`src/rtl/mips_multicycle.sv`:
```
// Multi-cycle MIPS core (addu/subu/ori/lui/lw/sw/beq/j) with req/ack instruction and data ports.
// Define MIPS_TRAP_EN to build precise traps on illegal instructions and unaligned lw/sw.
module mips_multicycle #(
  parameter logic [31:0] RESET_PC    = 32'h0000_0000,
  parameter logic [31:0] TRAP_VECTOR = 32'h0000_0180
) (
  input  logic        clk,
  input  logic        rst_n,
  output logic        imem_req,
  output logic [31:0] imem_addr,
  input  logic        imem_ack,
  input  logic [31:0] imem_dout,
  output logic        dmem_req,
  output logic [31:0] dmem_addr,
  output logic [31:0] dmem_din,
  output logic [3:0]  dmem_be,
  output logic        dmem_wren,
  input  logic        dmem_ack,
  input  logic [31:0] dmem_dout,
  output logic        retire,
  output logic        trap
);

  typedef enum logic [2:0] {S_FETCH, S_DECODE, S_EXEC, S_MEM, S_WB} state_t;

  localparam logic [5:0] OP_RTYPE = 6'h00;
  localparam logic [5:0] OP_J     = 6'h02;
  localparam logic [5:0] OP_BEQ   = 6'h04;
  localparam logic [5:0] OP_ORI   = 6'h0D;
  localparam logic [5:0] OP_LUI   = 6'h0F;
  localparam logic [5:0] OP_LW    = 6'h23;
  localparam logic [5:0] OP_SW    = 6'h2B;
  localparam logic [5:0] FN_ADDU  = 6'h21;
  localparam logic [5:0] FN_SUBU  = 6'h23;

  state_t      state_r;
  logic [31:0] pc_r, ir_r, a_r, b_r, imm_r, br_tgt_r, alu_out_r, mdr_r;
  logic [31:0] regs_r [0:31];
`ifdef MIPS_TRAP_EN
  logic [31:0] epc_r;
`endif

  logic [5:0]  op_s, fn_s;
  logic [4:0]  rs_s, rt_s, rd_s, wb_dst_s;
  logic [31:0] sext_s, imm_s, alu_s;
  logic        is_addu_s, is_subu_s, is_ori_s, is_lui_s, is_lw_s, is_sw_s, is_beq_s, is_j_s;
  logic        illegal_s, unaligned_s, trap_dec_s, trap_exec_s;

  assign op_s   = ir_r[31:26];
  assign rs_s   = ir_r[25:21];
  assign rt_s   = ir_r[20:16];
  assign rd_s   = ir_r[15:11];
  assign fn_s   = ir_r[5:0];
  assign sext_s = {{16{ir_r[15]}}, ir_r[15:0]};

  assign is_addu_s = (op_s == OP_RTYPE) && (fn_s == FN_ADDU);
  assign is_subu_s = (op_s == OP_RTYPE) && (fn_s == FN_SUBU);
  assign is_ori_s  = (op_s == OP_ORI);
  assign is_lui_s  = (op_s == OP_LUI);
  assign is_lw_s   = (op_s == OP_LW);
  assign is_sw_s   = (op_s == OP_SW);
  assign is_beq_s  = (op_s == OP_BEQ);
  assign is_j_s    = (op_s == OP_J);
  assign illegal_s = !(is_addu_s || is_subu_s || is_ori_s || is_lui_s ||
                       is_lw_s || is_sw_s || is_beq_s || is_j_s);

  assign wb_dst_s    = (op_s == OP_RTYPE) ? rd_s : rt_s;
  assign unaligned_s = (is_lw_s || is_sw_s) && (alu_s[1:0] != 2'b00);
  assign imem_addr   = pc_r;

`ifdef MIPS_TRAP_EN
  assign trap_dec_s  = illegal_s;
  assign trap_exec_s = unaligned_s;
`else
  assign trap_dec_s  = 1'b0;
  assign trap_exec_s = 1'b0;
  logic unused_trap_vector_s;
  assign unused_trap_vector_s = ^TRAP_VECTOR;
`endif

  // Immediate formatting and ALU result for the instruction held in ir
  always_comb begin
    imm_s = sext_s;
    alu_s = 32'd0;
    if (is_ori_s) begin
      imm_s = {16'h0000, ir_r[15:0]};
    end else if (is_lui_s) begin
      imm_s = {ir_r[15:0], 16'h0000};
    end else begin
      imm_s = sext_s;
    end
    case (1'b1)
      is_addu_s:          alu_s = a_r + b_r;
      is_subu_s:          alu_s = a_r - b_r;
      is_ori_s:           alu_s = a_r | imm_r;
      is_lui_s:           alu_s = imm_r;
      is_lw_s, is_sw_s:   alu_s = a_r + imm_r;
      default:            alu_s = 32'd0;
    endcase
  end

  // Sequencer: state, datapath registers, register file and registered port outputs
  always_ff @(posedge clk or negedge rst_n) begin
    if (!rst_n) begin
      state_r   <= S_FETCH;
      pc_r      <= RESET_PC;
      ir_r      <= 32'd0;
      a_r       <= 32'd0;
      b_r       <= 32'd0;
      imm_r     <= 32'd0;
      br_tgt_r  <= 32'd0;
      alu_out_r <= 32'd0;
      mdr_r     <= 32'd0;
      for (int i = 0; i < 32; i++) regs_r[i] <= 32'd0;
`ifdef MIPS_TRAP_EN
      epc_r     <= 32'd0;
`endif
      imem_req  <= 1'b0;
      dmem_req  <= 1'b0;
      dmem_addr <= 32'd0;
      dmem_din  <= 32'd0;
      dmem_be   <= 4'b0000;
      dmem_wren <= 1'b0;
      retire    <= 1'b0;
      trap      <= 1'b0;
    end else begin
      retire <= 1'b0;
      trap   <= 1'b0;
      case (state_r)
        S_FETCH: begin
          // req is low only in the first cycle after reset release
          if (!imem_req) begin
            imem_req <= 1'b1;
          end else if (imem_ack) begin
            ir_r     <= imem_dout;
            pc_r     <= pc_r + 32'd4;
            imem_req <= 1'b0;
            state_r  <= S_DECODE;
          end
        end
        S_DECODE: begin
          a_r      <= regs_r[rs_s];
          b_r      <= regs_r[rt_s];
          imm_r    <= imm_s;
          br_tgt_r <= pc_r + {sext_s[29:0], 2'b00};
          if (trap_dec_s) begin
`ifdef MIPS_TRAP_EN
            epc_r    <= pc_r - 32'd4;
`endif
            pc_r     <= TRAP_VECTOR;
            trap     <= 1'b1;
            imem_req <= 1'b1;
            state_r  <= S_FETCH;
          end else begin
            state_r  <= S_EXEC;
          end
        end
        S_EXEC: begin
          alu_out_r <= alu_s;
          if (is_beq_s || is_j_s || illegal_s) begin
            if (is_beq_s && (a_r == b_r)) begin
              pc_r <= br_tgt_r;
            end else if (is_j_s) begin
              pc_r <= {pc_r[31:28], ir_r[25:0], 2'b00};
            end else begin
              pc_r <= pc_r;
            end
            retire   <= 1'b1;
            imem_req <= 1'b1;
            state_r  <= S_FETCH;
          end else if (trap_exec_s) begin
`ifdef MIPS_TRAP_EN
            epc_r    <= pc_r - 32'd4;
`endif
            pc_r     <= TRAP_VECTOR;
            trap     <= 1'b1;
            imem_req <= 1'b1;
            state_r  <= S_FETCH;
          end else if (is_lw_s || is_sw_s) begin
            dmem_req  <= 1'b1;
            dmem_addr <= {alu_s[31:2], 2'b00};
            dmem_din  <= b_r;
            dmem_be   <= is_sw_s ? 4'b1111 : 4'b0000;
            dmem_wren <= is_sw_s;
            state_r   <= S_MEM;
          end else begin
            state_r   <= S_WB;
          end
        end
        S_MEM: begin
          if (dmem_ack) begin
            dmem_req  <= 1'b0;
            dmem_be   <= 4'b0000;
            dmem_wren <= 1'b0;
            if (dmem_wren) begin
              retire   <= 1'b1;
              imem_req <= 1'b1;
              state_r  <= S_FETCH;
            end else begin
              mdr_r    <= dmem_dout;
              state_r  <= S_WB;
            end
          end
        end
        S_WB: begin
          if (wb_dst_s != 5'd0) regs_r[wb_dst_s] <= is_lw_s ? mdr_r : alu_out_r;
          retire   <= 1'b1;
          imem_req <= 1'b1;
          state_r  <= S_FETCH;
        end
        default: begin
          imem_req <= 1'b1;
          state_r  <= S_FETCH;
        end
      endcase
    end
  end

endmodule

```
`config.mk`:
```
export PLATFORM = sky130hd
export DESIGN_NAME = mips_multicycle
export DESIGN_NICKNAME = d
export VERILOG_FILES = /design/src/rtl/mips_multicycle.sv
export SDC_FILE = /design/constraint.sdc
export NUM_CORES = 2
export LEC_CHECK = 0
export CAP_MARGIN = 20
export CELL_PAD_IN_SITES_DETAIL_PLACEMENT = 0
export CELL_PAD_IN_SITES_GLOBAL_PLACEMENT = 1
export CORE_MARGIN = 5
export CORE_UTILIZATION = 46
export DETAILED_ROUTE_END_ITERATION = 6
export PLACE_DENSITY = 0.81
export SLEW_MARGIN = 20
export SYNTH_ARGS = -nofsm -noshare
export SYNTH_HDL_FRONTEND = slang
export SYNTH_SLANG_ARGS = --single-unit
```
`constraint.sdc`:
```
create_clock -name clk -period 3.1 [get_ports clk]
set_clock_uncertainty 0.15 [all_clocks]
set_input_delay 0.31 -clock clk [delete_from_list [all_inputs] [get_ports clk]]
set_output_delay 0.31 -clock clk [all_outputs]
set_load 0.005 [all_outputs]
```
==> flow_metrics.py <==
metrics = {
    "worst_hold_path": {
        "hold_class": "in2reg",
        "hold_depth": 2,
    },
    "die": {
        "core-area_mm2": 0.156,
        "fp.dieH_um": 407,
        "dieWidth_um": 407,
        "row_count": 145,
        "initial_core_util": 0.464,
        "io_pins": 173,
        "die-area_mm2": 0.166,
    },
    "timing": {
        "fin_crit_sh": 1.10,
        "hold_viol": 0,
        "tightest_slew_ps": 954,
        "setup_viol": 60,
        "fmax_mhz": 292,
        "worst_slack_ps": -320,
        "slew_headroom": 0.359,
        "finalCriticalPeriod_ps": 3420,
        "finalMaxSlewViolations": 0,
        "rsz0062_at_grt": "true",
        "setup_tns_ps": -8800,
    },
    "pwr": {
        "powerDensity_mw_per_mm2": 866,
        "p_leak_nw": 39.1,
        "p_total_mw": 77.8,
        "ir_worst_vdd_uv": 527,
    },
    "synth": {
        "synth_edf_count": 0,
        "synth_common_cells": "1,349 x dfrtp_1, 960 x nand2_1, 668 x o21ai_0, 660 x a21oi_1, 640 x mux4_2",
        "synth_top_cell_by_area": "dfrtp_1",
        "synth_cell_types": 81,
        "ys_seq_elements": 1349,
        "synth_ff_type": "dfrtp_1",
        "seq_area_frac_synth": 0.466,
        "synthArstFlopShare": 1.00,
        "synth_cells": 6716,
        "yosysMostFrequentCell": "dfrtp_1",
        "syn_area_per_cell_um2": 10.8,
        "synth.area.top_cells": "dfrtp_1 47%, mux4_2 20%, nand2_1 5.0%, o21ai_0 4.6%, a21oi_1 4.6%",
        "yosys_warnings": 0,
        "synth_top_cell_area_share": 0.466,
        "netlist_area_mm2": 0.0725,
    },
    "finish": {
        "multiInputGateArea_mm2": 0.0375,
        "postLayoutCellArea_mm2": 0.0898,
        "fillers": 12800,
        "regArea_mm2": 0.0338,
        "nNetsFinal": 7472,
        "drive_above_1_share": 0.275,
        "area_growth_pct": 23.8,
    },
    "drt": {
        "drc": 0,
        "wl_per_cell_um": 26.1,
        "final_antenna_net_count": 0,
        "routed_via_density": 6.11,
        "first_pass_iters": 6,
        "drt_iter0_drc": 5825,
        "dr_total_vias": 57600,
        "wl_mm": 246,
    },
    "global_route": {
        "grt_pass1_vias": 57900,
        "gr-total-overflow": 0,
        "grt_usage": 0.297,
        "grt_first_pass_wirelength_mm": 369,
        "grt_start_max_net_pins": 173,
        "grt_antenna_before_repair": 8,
    },
    "placed_design": {
        "dpl_worst_slack_ps": -535,
        "hpwl_mm": 165,
        "finalWeightedCongestion": 0.935,
        "place_area_mm2": 0.0822,
        "numPortBuffers": 169,
    },
    "cts": {
        "tritoncts": "yes",
        "path_clk_slew_ps": 60,
        "cts_buffers": 144,
        "clock_path_buffers": 3,
        "htreeDepth": 4,
        "cts_sinks": 1349,
        "insertion_delay_ps": 800,
        "cts_root_buf": "clkbuf_16",
    },
    "setup_path": {
        "worst_r2r_path_depth": 14,
        "arrival_ps": 3940,
        "required_ps": 3620,
        "crit_type": "reg2reg",
        "crit_fanout": 4,
        "cp-start-kind": "flop",
        "worstSetupEndpointType": "flop",
    },
    "outcome": {
        "outcome": "finished, violations left",
        "violations": "negative setup slack",
    },
    "job": {
        "maxCapViolCount": 0,
    },
}
## path summary, 6_finish.rpt
| path | startpoint | slack (ps) | to |
|---|---|---|---|
| max | a_r[1] | -320 | alu_out_r[27] |
| min | dmem_dout[31] | 70 | mdr_r[31] |
| max reg2reg | a_r[1] | -320 | alu_out_r[27] |
| min reg2reg | regs_r[992] | 250 | regs_r[992] |
| max in group asynchronous | rst_n | 1370 | regs_r[952] |
| min in group asynchronous | rst_n | 490 | regs_r[807] |
## critical path, cell delays in order (launching register included)
cell and delay [ps]:
dfrtp_2 450, inv_4 100, ha_4 210, a211o_1 310, a2111oi_4 460, nor3_2 100, a211oi_2 230, buf_6 180
o31ai_4 100, a221oi_4 290, buf_6 150, nor4b_4 40, a41o_1 220, o21ai_2 180, a31oi_1 110
## placed cells by master, fill, tap and decap left out, types with 17 or more instances in the layout
master / instances
o21ai_1: 176
dfrtp_1: 1335
nor3_1: 35
mux2i_2: 33
buf_6: 32
nor2b_1: 20
inv_1: 138
a21oi_2: 45
o21ai_2: 23
dlygate4sd3_1: 55
nand2_4: 17
o21ai_0: 628
clkbuf_16: 151
mux4_2: 640
nand2b_1: 26
ha_1: 137
xor2_1: 20
buf_12: 164
xnor2_1: 47
clkdlybuf4s50_1: 168
buf_4: 569
mux2i_1: 83
nand3_1: 36
a21o_1: 50
a211oi_1: 28
nor2_1: 562
nor2_4: 24
a21oi_1: 610
mux2_2: 46
clkbuf_8: 24
and3_1: 18
clkinv_2: 28
a31oi_1: 23
clkbuf_1: 30
nand2_1: 937
## kinds of logic after synthesis
| logic type | after synthesis | share of synthesized area |
|---|---|---|
| compound gates | 1772 | 0.134 |
| xor+xnor | 77 | 0.00930 |
| simple gates | 1790 | 0.100 |
| mux | 805 | 0.222 |
| fa+ha+maj | 159 | 0.0279 |
| buf+inv | 763 | 0.0405 |
| flops | 1349 | 0.466 |
| other cells | 1 | 0.0000517 |
## layout make-up
class	count	share of cell area
multi-input combinational	4606	0.418
sequential	1349	0.377
timing repair buffer	997	0.116
clock buffer	201	0.0459
tap	2058	0.0287
clock inverter	60	0.00891
inverter	147	0.00620
antenna	2	0.0000558
## sequential cells by signal, indices dropped and copies added (netlist names), 30 cells and up
signal	flops
imem_addr	32
dmem_addr	30
imm_r	32
dmem_din	32
regs_r	1024
mdr_r	32
br_tgt_r	32
ir_r	32
b_r	32
a_r	32
alu_out_r	32
## metrics by stage
stage | std cells | utilization | hold slack [ps]
finish | 9420 | 0.574 | 73.0
global route | 9418 | 0.574 | 11.8
CTS | 9386 | 0.567 | 1.22
detailed placement | 9041 | 0.526 | 158
global placement | 9041 | 0.526 | 160
floorplan | 6718 | - | -136
## what timing repair did
action / CTS / global route
endpoints found under the setup margin: 487 / 578
gates resized for setup: 150 / 203
gates cloned: 6 / 2
endpoints found under the hold margin: 938 / 0
pin swaps: 63 / 141
hold buffers: 56 / 0
buffers inserted: 25 / 35
## power breakdown
| group | total [mW] | switching (mW) | internal, mW |
|---|---|---|---|
| combinational | 36.6 | 19.7 | 16.9 |
| clock | 18.2 | 7.57 | 10.6 |
| sequential | 23.0 | 2.73 | 20.3 |
| total | 77.8 | 30.0 | 47.7 |
## routing by layer
metal	track usage	share of wire	up-vias
li1	-	-	25200
met1	0.395	0.39	29200
met2	0.477	0.47	2582
met3	0.0672	0.090	574
met4	0.117	0.044	6
met5	0	0.00017	-
No activity file was read; power rests on OpenSTA's default activity.
